## config.mk

```make
export PLATFORM = sky130hd
export DESIGN_NAME = axi4_mem_arbiter
export DESIGN_NICKNAME = d
export VERILOG_FILES = /design/src/rtl/axi4_mem_arbiter.sv
export SDC_FILE = /design/constraint.sdc
export NUM_CORES = 1
export LEC_CHECK = 0
export ABC_AREA = 1
export CORE_UTILIZATION = 26
export CTS_BUF_LIST = sky130_fd_sc_hd__clkbuf_16
export CTS_CLUSTER_DIAMETER = 60
export CTS_CLUSTER_SIZE = 30
export DETAILED_ROUTE_END_ITERATION = 12
export PLACE_DENSITY = 0.79
export SLEW_MARGIN = 0
export SYNTH_ARGS = -nofsm -noshare
export SYNTH_HDL_FRONTEND = slang
export SYNTH_SLANG_ARGS = --single-unit
```

## constraint.sdc

```tcl
create_clock -name ACLK -period 1.6 [get_ports ACLK]
set_clock_uncertainty 0.1 [all_clocks]
set_input_delay 0.32 -clock ACLK [delete_from_list [all_inputs] [get_ports ACLK]]
set_output_delay 0.32 -clock ACLK [all_outputs]
set_load 0.02 [all_outputs]
```

## src/rtl/axi4_mem_arbiter.sv

```systemverilog
// rtl/axi4_mem_arbiter.sv - burst-granular round-robin arbiter sharing one word memory between write and read engines
// Also decodes byte addresses to word indices and flags out-of-range beats.
module axi4_mem_arbiter #(
  parameter int DATA_WIDTH = 32,
  parameter int ADDR_WIDTH = 16,
  parameter int DEPTH      = 1024,
  parameter int MAX_BEATS  = 256,
  parameter int MEM_AW     = $clog2(DEPTH)
) (
  input  logic                  ACLK,
  input  logic                  ARESET,
  input  logic                  wr_req,
  input  logic [ADDR_WIDTH-1:0] wr_addr,
  input  logic [DATA_WIDTH-1:0] wr_data,
  input  logic                  wr_last,
  output logic                  wr_gnt,
  input  logic                  rd_req,
  input  logic [ADDR_WIDTH-1:0] rd_addr,
  input  logic                  rd_last,
  output logic                  rd_gnt,
  output logic [DATA_WIDTH-1:0] rd_data,
  output logic                  rd_dvalid,
  output logic                  rd_oor,
  output logic                  wr_oor,
  output logic                  lock_err,
  output logic                  mem_en,
  output logic                  mem_we,
  output logic [MEM_AW-1:0]     mem_addr,
  output logic [DATA_WIDTH-1:0] mem_wdata,
  input  logic [DATA_WIDTH-1:0] mem_rdata
);

  localparam logic [8:0]            MAX_CNT = 9'(MAX_BEATS);
  localparam logic [ADDR_WIDTH-1:0] DEPTH_W = ADDR_WIDTH'(DEPTH);

  typedef enum logic [1:0] {IDLE, WR_LOCK, RD_LOCK} state_e;

  state_e          state_q, state_d;
  logic            rr_pref_q, rr_pref_d;
  logic [8:0]      beat_cnt_q, beat_cnt_d;
  logic            rd_pend_q, rd_oor_pend_q;
  logic            live_q;

  logic                  active, beat, beat_last, beat_oor, force_rel;
  logic [ADDR_WIDTH-1:0] beat_addr, word;
  logic [8:0]            cnt_inc;

  // live_q holds grants off for the first cycle after reset releases
  always_comb begin
    active = live_q & ~ARESET;
    wr_gnt = 1'b0;
    rd_gnt = 1'b0;
    if (active) begin
      case (state_q)
        IDLE: begin
          if (wr_req && (!rd_req || !rr_pref_q)) wr_gnt = 1'b1;
          else                                   rd_gnt = rd_req;
        end
        WR_LOCK: wr_gnt = wr_req;
        RD_LOCK: rd_gnt = rd_req;
        default: ;
      endcase
    end
  end

  always_comb begin
    beat      = wr_gnt | rd_gnt;
    beat_last = wr_gnt ? wr_last : rd_last;
    beat_addr = wr_gnt ? wr_addr : rd_addr;
    word      = beat_addr >> 2;
    beat_oor  = (word >= DEPTH_W);
    cnt_inc   = beat_cnt_q + 9'd1;
    force_rel = beat & ~beat_last & (cnt_inc == MAX_CNT);

    state_d    = state_q;
    rr_pref_d  = rr_pref_q;
    beat_cnt_d = beat_cnt_q;
    if (beat) begin
      if (beat_last || force_rel) begin
        state_d    = IDLE;
        beat_cnt_d = 9'd0;
        rr_pref_d  = wr_gnt;
      end else begin
        state_d    = wr_gnt ? WR_LOCK : RD_LOCK;
        beat_cnt_d = cnt_inc;
      end
    end
  end

  always_ff @(posedge ACLK) begin
    if (ARESET) begin
      state_q       <= IDLE;
      rr_pref_q     <= 1'b0;
      beat_cnt_q    <= 9'd0;
      rd_pend_q     <= 1'b0;
      rd_oor_pend_q <= 1'b0;
      live_q        <= 1'b0;
    end else begin
      state_q       <= state_d;
      rr_pref_q     <= rr_pref_d;
      beat_cnt_q    <= beat_cnt_d;
      rd_pend_q     <= rd_gnt;
      rd_oor_pend_q <= rd_gnt & beat_oor;
      live_q        <= 1'b1;
    end
  end

  assign lock_err  = force_rel;
  assign wr_oor    = wr_gnt & beat_oor;
  assign mem_en    = beat & ~beat_oor;
  assign mem_we    = wr_gnt & ~beat_oor;
  assign mem_addr  = mem_en ? word[MEM_AW-1:0] : '0;
  assign mem_wdata = mem_we ? wr_data : '0;

  // An out-of-range read still returns a beat, carrying zero data
  assign rd_dvalid = rd_pend_q & ~ARESET;
  assign rd_oor    = rd_dvalid & rd_oor_pend_q;
  assign rd_data   = (rd_dvalid & ~rd_oor_pend_q) ? mem_rdata : '0;

endmodule

```

==> results of run 1 <==
-- critical path, stage by stage --
cell           delay, ns
dlygate4sd2_1       0.27
inv_2               0.07
nor2_4              0.14
nand3_4             0.13
or2_4               0.28
a21oi_4             0.18
nand2_2             0.09
buf_12              0.17
a21oi_4             0.13
buf_6               0.13
-- metal layers --
layer / wire, um / GRT usage [%] / vias to the layer above
met3: 690 / 5.60 / 45
met2: 6300 / 53.7 / 141
met4: 572 / 16.7 / 0
li1: - / - / 1382
met5: 0 / 0 / -
met1: 3900 / 27.6 / 1435
-- sequential cells by signal, indices dropped and copies added, names as in the netlist --
name and cells:
rr_pref_q 1, beat_cnt_q 9, rd_oor_pend_q 1, live_q 1, rd_pend_q 1, state_q 2
-- report_power, final --
part	leakage [nW]	switching, mW	total (mW)	internal [mW]
Combinational	2.20	0.384	0.817	0.433
Clock	0.0423	0.166	0.498	0.332
Sequential	0.125	0.0176	0.411	0.393
-- cells in the mapped netlist, drive strengths merged --
| cell | count |
|---|---|
| inv | 91 |
| nor2 | 87 |
| nand2 | 68 |
| dfxtp | 15 |
| a21oi | 13 |
| nand3 | 12 |
| o21ai | 8 |
| buf | 5 |
| clkbuf | 5 |
| ha | 2 |
| nor3 | 2 |
| or2 | 2 |
| xor2 | 2 |
| a211oi | 1 |
| a31oi | 1 |
| mux2i | 1 |
| o31ai | 1 |
| xnor2 | 1 |
-- what timing repair did --
item                                    in CTS  in global routing
endpoints found under the setup margin      95                 92
pin swaps                                   18                 17
buffers inserted                            16                  5
gates cloned                                 5                  0
endpoints found under the hold margin        0                  0
resized for setup                          538                 64
-- metrics by stage --
stage / utilization [%] / hold WS (ns) / power (mW) / area [um2] / std cells
6_report: 86.1 / 0.333 / 1.73 / 5220 / 630
2_1_floorplan: - / 0.289 / 0.681 / 2240 / 317
3_3_place_gp: 72.8 / 0.354 / 1.05 / 4410 / 606
5_1_grt: 86.1 / 0.341 / 1.78 / 5220 / 630
3_5_place_dp: 72.8 / 0.365 / 1.06 / 4410 / 606
4_1_cts: 82.1 / 0.332 / 1.63 / 4980 / 629
-- path summary, 6_finish.rpt --
path	from	to	slack, ns	depth (start not counted)
setup / recovery	wr_req	mem_addr[8]	-0.75	10
hold / removal	ARESET	state_q[0]$_SDFFE_PP0P_	0.33	3
setup reg to reg	state_q[0]$_SDFFE_PP0P_	rr_pref_q$_SDFFE_PP0P_	-0.33	15
hold reg to reg	state_q[0]$_SDFFE_PP0P_	state_q[0]$_SDFFE_PP0P_	0.41	2
-- cells by family after synthesis --
logic type / count (synthesis) / synth area share, %
AOI/OAI and AO/OA: 24 / 9.81
muxes: 1 / 0.599
adders and majority gates: 2 / 1.50
buffers and inverters: 101 / 23.6
xor gates and xnor gates: 3 / 1.57
DFF: 15 / 18.0
and+or+nand+nor: 171 / 44.9
-- area by class of cell --
cell class | instances | area, um2 | share of cell area [%]
timing repair buffer | 244 | 2620 | 50.3
multi-input combinational | 201 | 1750 | 33.5
inverter | 91 | 362 | 6.93
sequential | 15 | 312 | 5.97
tap | 75 | 93.8 | 1.80
clock buffer | 3 | 75.1 | 1.44
clock inverter | 1 | 3.75 | 0.0719
==> metrics.txt, run 1 <==
Yosys reg bits=15; drt drc=0; YS warnings=0; Setup crit start kind=primary input; Filler cells=~270; Crit. End Element=output port; Least-Margin Pin Slew=around 0.30 ns; nets=660; Routed wire per std cell=18.2 um; fin crit period=2.35 ns; first-pass GRT wire length=~14000 um; relative slew slack=80.1%; Final Slew Violations=0; clock latency on the worst-skew pair=between 0.2 and 0.3 ns; Vias/cell=4.77; Worst EP arrival=just under 2 ns; Yosys top cell area share=19.6%; outcome=finished with violations; Final setup viols=93; Syn Inst Count=317; synth unique cells=29; drt pass-1 iters=4; Peak Freq=425 MHz; die height=82.2 um; Num CTS Buffers=3; root buffer cell=clkbuf_16; routability cong.=0.930; IO Port Bufs=179; GRT Resource Usage Total=28.1%; antenna viol nets, final=0; final hold vios=0; DP HPWL=6760 um; register area share after synthesis=between 15 and 20%; vias in the first global route=slightly below 3k; Synth Cell Area=1670 um2; Lkg Pwr=approximately 2.4 nW; Synth Area per Inst=~5.3 um2; CTS H-Tree Depth=1; Row Count=28; Syn-to-layout area delta=213%; Routed WL=11500 um; leading cell type in the layout, fill and taps excluded=buf_6; failing checks=negative setup slack; setup_tns=-38.92 ns; Via Count=3003; most frequent cells in the layout=buf_6, clkdlybuf4s50_1, inv_1; Clock transition at path regs=0.05 ns; largest area contributor in the synthesized netlist=inv_1; Initial Util=roughly 28%; total gr overflow=0; Power Dens Cells=331 nW/um2; CTS tree=done; die area=approximately 6700 um2; Longest Clk Path Bufs=2; HP Class=in2reg; initial antenna violation count=0; Worst Path Class, Setup=in2out; I/O pin total=184; syn_nets=~420; dpl ws=-1.35 ns; core area=6060 um2; DIE WIDTH=about 80 um; Post-CTS Hold Buffers=0; layout cells sized above 1=52.1%; pin count of the biggest net entering global routing=13; clock sinks=15; fin crit share=147%; max cap viols=0; number of diodes=0; CP max FO=11; initial drt markers=81; RSZ-0062 raised after global routing=yes; synth top area cells=inv_1, dfxtp_1, nor2_1; VDD IR-drop max=0.596 mV; CP Data Required Time=1.18 ns; Final WS setup=-0.754 ns
No activity file was read; power rests on OpenSTA's default activity.
==> run 2: changes to the inputs <==
- CORE_MARGIN: not set -> 3
- CORE_UTILIZATION: 26 -> 31
- CTS_CLUSTER_SIZE: 30 -> 16
- PLACE_DENSITY: 0.79 -> 0.89
- clock period: 1.6 -> 2.8 ns (I/O delays scaled with it)
==> metrics.txt, run 2 (synthesis results as in run 1) <==
core area=5170 um2 (was 6060 um2); total gr overflow=0 (unchanged); initial antenna violation count=2 (was 0); Clock transition at path regs=0.05 ns (about the same); Final setup viols=0 (was 93); Worst EP arrival=2.06 ns (was 1.93 ns); Row Count=26 (was 28); relative slew slack=79.8% (was 80.1%); Power Dens Cells=213 nW/um2 (was 331 nW/um2); root buffer cell=clkbuf_16 (unchanged); Routed WL=8270 um (was 11500 um); met3 usage=9.37% (was 5.60%); CTS H-Tree Depth=1 (unchanged); Setup crit start kind=primary input (unchanged); Via Count=2592 (was 3003); Num CTS Buffers=3 (unchanged); clock sinks=15 (unchanged); first-pass GRT wire length=11800 um (was 14200 um); leading cell type in the layout, fill and taps excluded=clkdlybuf4s50_1 (was buf_6); WP buf/inv=4 (unchanged); die area=6310 um2 (was 6750 um2); Initial Util=32.3% (was 27.6%); drt drc=0 (unchanged); GRT Resource Usage Total=23.5% (was 28.1%); most frequent cells in the layout=clkdlybuf4s50_1, inv_1, nand2_1 (was buf_6, clkdlybuf4s50_1, inv_1); Final WS setup=0.0771 ns (was -0.754 ns); Least-Margin Pin Slew=0.302 ns (was 0.297 ns); die height=79.4 um (was 82.2 um); Filler cells=397 (was 273); VDD IR-drop max=0.287 mV (was 0.596 mV); dpl cells=575 (was 606); CP Cell Sequence=clkdlybuf4s50_1 -> or2_4 -> nor2_4 -> clkinvlp_4 -> clkbuf_16 -> nor2_2 -> buf_4 (was dlygate4sd2_1 -> inv_2 -> nor2_4 -> nand3_4 -> or2_4 -> a21oi_4 -> nand2_2 -> buf_12 -> a21oi_4 -> buf_6); nets=623 (was 660); Syn-to-layout area delta=135% (was 213%); CP Launch Point=wr_addr[13] (was wr_req); CP delay by family, top=buffers and inverters (unchanged); Peak Freq=367 MHz; CP peak stage delay=0.41 ns (was 0.28 ns); Most flops, register=beat_cnt_q (unchanged); Lkg Pwr=1.99 nW (was 2.37 nW); max FFs per register=9 (unchanged); HP Class=reg2reg (was in2reg); outcome=complete, no violations (was finished with violations); clock latency on the worst-skew pair=0.25 ns (about the same); vias in the first global route=2479 (was 2916); Vias/cell=4.40 (was 4.77); Reg-to-Reg Start=beat_cnt_q[1]$_SDFFE_PP0P_ (was state_q[0]$_SDFFE_PP0P_); Total Power=0.836 mW (was 1.73 mW); CP max FO=6 (was 11); pin count of the biggest net entering global routing=33 (was 13); CP max-delay cell=clkdlybuf4s50_1 (was or2_4); dpl ws=-0.707 ns (was -1.35 ns); max cap viols=0 (unchanged); Non-Filler Instances=589 (was 630); final hold vios=0 (unchanged); Post-CTS Hold Buffers=0 (unchanged); DP HPWL=6500 um (was 6760 um); layout cells sized above 1=27.8% (was 52.1%); Largest regs=beat_cnt_q (9), state_q (2) (unchanged); drt pass-1 iters=5 (was 4); CP Data Required Time=2.14 ns (was 1.18 ns); CTS tree=done (unchanged); IO Port Bufs=179 (unchanged); setup_tns=0 ns (was -38.92 ns); fin crit period=2.72 ns; antenna viol nets, final=0 (unchanged); hold path start=state_q[0]$_SDFFE_PP0P_ (was ARESET); met2 Track Usage GR=43.0% (was 53.7%); Worst Path Class, Setup=in2out (unchanged); initial drt markers=47 (was 81); DIE WIDTH=79.4 um (was 82.2 um); Longest Clk Path Bufs=2 (unchanged); layer with the highest usage=met2 (unchanged); fin crit share=97.2%; Routed wire per std cell=14.0 um (was 18.2 um); I/O pin total=184 (unchanged); GRT met1 Usage=25.0% (was 27.6%); Final Slew Violations=0 (unchanged); Crit. End Element=output port (unchanged); routability cong.=0.866 (was 0.930)
run 2: worst reg2reg max path: stages (launching register included):
cell     delay (ns)
dfxtp_1        0.39
ha_1           0.23
nand2_1        0.08
nor2_1         0.13
nand2_1        0.10
xor2_1         0.16
nor2_1         0.18
nand2_2        0.10
buf_4          0.15
nand2_2        0.08
nand2_4        0.07
nand2_8        0.11
nor2_2         0.04
run 2: what timing repair did:
item	4_1_cts	5_1_grt
cloned	3	0
endpoints found under the setup margin	80	78
pin swaps	8	8
setup buffers	6	0
gates resized for setup	226	53
run 2: final timing paths:
path / endpoint / slack, ns / cells after the start
worst max-delay path: mem_wdata[0] / 0.08 / 7
worst min-delay path: state_q[0]$_SDFFE_PP0P_ / 0.37 / 2
worst max register to register: beat_cnt_q[3]$_SDFFE_PP0P_ / 0.76 / 12
worst min register to register: state_q[0]$_SDFFE_PP0P_ / 0.37 / 2
run 2: metal layers:
layer	vias to the layer above	part of all wire (%)
met4	4	2.6
met5	-	0.33
met3	20	11
met1	1146	36
met2	120	51
li1	1302	-
run 2: per-stage QoR:
stage / hold slack (ns) / cell area, um2 / util (%)
2_1_floorplan: 0.338 / 1670 / -
3_3_place_gp: 0.356 / 3660 / 70.8
3_5_place_dp: 0.357 / 3660 / 70.8
4_1_cts: 0.364 / 3810 / 73.7
5_1_grt: 0.379 / 3920 / 75.8
6_report: 0.367 / 3930 / 75.9
run 2: where the power goes:
part	total, mW	internal [mW]	switching, mW	leakage [nW]
combinational	0.323	0.185	0.137	1.83
sequential	0.235	0.224	0.0110	0.122
clock	0.278	0.189	0.0888	0.0423
total	0.836	0.599	0.237	1.99
run 2: final cells by class:
class                           instances  area (um2)  share of cell area, %
Timing Repair Buffer                  206        1960                   49.9
Multi-Input combinational cell        201        1140                   29.2
Inverter                               91         344                   8.77
Sequential cell                        15         300                   7.65
Tap cell                               70        87.6                   2.23
Clock buffer                            3        75.1                   1.91
Timing Repair inverter                  1        7.51                  0.191
Clock inverter                          1        3.75                 0.0956
Antenna cell                            1        2.50                 0.0638
==> run 3: changes to the inputs <==
- ABC_CLOCK_PERIOD_IN_PS: not set -> 2800
- RECOVER_POWER: not set -> 50
==> metrics.txt, run 3 (synthesis results as in run 1) <==
outcome=complete, no violations (unchanged); CP Data Required Time=2.14 ns (about the same); vias in the first global route=2479 (unchanged); CP max FO=32 (was 6); Initial Util=32.3% (unchanged); fin crit share=97.4% (was 97.2%); Final setup viols=0 (unchanged); layout cells sized above 1=26.1% (was 27.8%); clock latency on the worst-skew pair=0.25 ns (about the same); first-pass GRT wire length=11800 um (unchanged); core area=5170 um2 (unchanged); IO Port Bufs=179 (unchanged); leading cell type in the layout, fill and taps excluded=clkdlybuf4s50_1 (unchanged); initial antenna violation count=2 (unchanged); GRT Resource Usage Total=23.5% (unchanged); Peak Freq=367 MHz (about the same); Most flops, register=beat_cnt_q (unchanged); DP HPWL=6500 um (unchanged); Setup crit start kind=primary input (unchanged); Worst EP arrival=2.07 ns (was 2.06 ns); Vias/cell=4.44 (was 4.40); Crit. End Element=output port (unchanged); Via Count=2618 (was 2592); CP max-delay cell=dlygate4sd3_1 (was clkdlybuf4s50_1); Clock transition at path regs=0.05 ns (about the same); Worst Path Class, Setup=in2out (unchanged); CP Cell Sequence=clkbuf_1 -> clkbuf_1 -> nor2_1 -> nand2_1 -> buf_12 -> nor2_1 -> dlygate4sd3_1 (was clkdlybuf4s50_1 -> or2_4 -> nor2_4 -> clkinvlp_4 -> clkbuf_16 -> nor2_2 -> buf_4); HP Class=reg2reg (unchanged); CTS H-Tree Depth=1 (unchanged); Routed wire per std cell=14.1 um (was 14.0 um); Num CTS Buffers=3 (unchanged); Largest regs=beat_cnt_q (9), state_q (2) (unchanged); clock sinks=15 (unchanged); drt pass-1 iters=5 (unchanged); drt drc=0 (unchanged); Least-Margin Pin Slew=0.484 ns (was 0.302 ns); CP peak stage delay=0.65 ns (was 0.41 ns); Sequential cell area=300 um2 (unchanged); Filler cells=404 (was 397); Post-CTS Hold Buffers=0 (unchanged); Longest Clk Path Bufs=2 (unchanged); routability cong.=0.866 (unchanged); DIE WIDTH=79.4 um (unchanged); fin crit period=2.73 ns (was 2.72 ns); final hold vios=0 (unchanged); antenna viol nets, final=0 (unchanged); VDD IR-drop max=0.287 mV (about the same); CTS tree=done (unchanged); Power Dens Cells=213 nW/um2 (about the same); worst hold slack=0.370 ns (was 0.367 ns); most frequent cells in the layout=clkdlybuf4s50_1, inv_1, nand2_1 (unchanged); initial drt markers=73 (was 47); root buffer cell=clkbuf_16 (unchanged); Lkg Pwr=2.02 nW (was 1.99 nW); nets=623 (unchanged); Syn-to-layout area delta=133% (was 135%); die height=79.4 um (unchanged); max FFs per register=9 (unchanged); relative slew slack=67.6% (was 79.8%); Multi-input gate area=1130 um2 (was 1140 um2); pin count of the biggest net entering global routing=33 (unchanged); max cap viols=0 (unchanged); die area=6310 um2 (unchanged); total gr overflow=0 (unchanged); I/O pin total=184 (unchanged); Row Count=26 (unchanged); Final Slew Violations=0 (unchanged); Routed WL=8280 um (was 8270 um); setup_tns=0 ns (unchanged)
[run 3: worst paths after layout]
path | startpoint | to | slack, ns | cells after the start
max | ARESET | rd_data[16] | 0.07 | 7
min | state_q[0]$_SDFFE_PP0P_ | state_q[0]$_SDFFE_PP0P_ | 0.37 | 2
max reg2reg | beat_cnt_q[1]$_SDFFE_PP0P_ | beat_cnt_q[3]$_SDFFE_PP0P_ | 0.46 | 12
min reg2reg | state_q[0]$_SDFFE_PP0P_ | state_q[0]$_SDFFE_PP0P_ | 0.37 | 2
[run 3: area by class of cell]
| class | instances | area share (%) |
|---|---|---|
| Timing Repair Buffer | 206 | 50.0 |
| Sequential cell | 15 | 7.71 |
| Inverter | 91 | 8.84 |
| Timing Repair inverter | 1 | 0.193 |
| Clock buffer | 3 | 1.93 |
| Multi-Input combinational cell | 201 | 28.9 |
| Clock inverter | 1 | 0.0964 |
| Antenna cell | 1 | 0.0643 |
| Tap cell | 70 | 2.25 |
[run 3: layer usage]
| metal | track usage (%) | share of wire (%) | wire, um |
|---|---|---|---|
| met2 | 43.0 | 51 | 4200 |
| met1 | 25.0 | 36 | 2960 |
| met5 | 0 | 0.28 | 23 |
| met3 | 9.37 | 10 | 866 |
| met4 | 6.19 | 2.7 | 222 |
[run 3: repair_timing]
item	in CTS	in global routing
pin swaps	8	8
resized for setup	226	53
endpoints found under the setup margin	80	78
endpoints found under the hold margin	0	0
buffers inserted	6	0
gates cloned	3	0
[run 3: critical path: cells and delay by family]
| kind | cells | cell delay, ns |
|---|---|---|
| buffers and inverters | 4 | 1.23 |
| and+or+nand+nor | 3 | 0.27 |
[run 3: per-stage QoR]
step	util [%]	total power, mW	cells	worst slack, ns	cell area (um2)
final	75.3	0.829	589	0.0729	3890
after global routing	75.2	0.864	588	-0.0266	3890
after CTS	73.7	0.824	588	-0.0394	3810
after detailed placement	70.8	0.539	575	-0.707	3660
after global placement	70.8	0.532	575	-0.627	3660
after floorplan	-	0.347	317	0.292	1670
[run 3: report_power, final]
group / total, mW / internal [mW] / switching (mW) / leakage (nW)
sequential: 0.235 / 0.224 / 0.0109 / 0.122
combinational: 0.317 / 0.181 / 0.135 / 1.85
clock: 0.278 / 0.189 / 0.0884 / 0.0423
total: 0.829 / 0.595 / 0.234 / 2.02
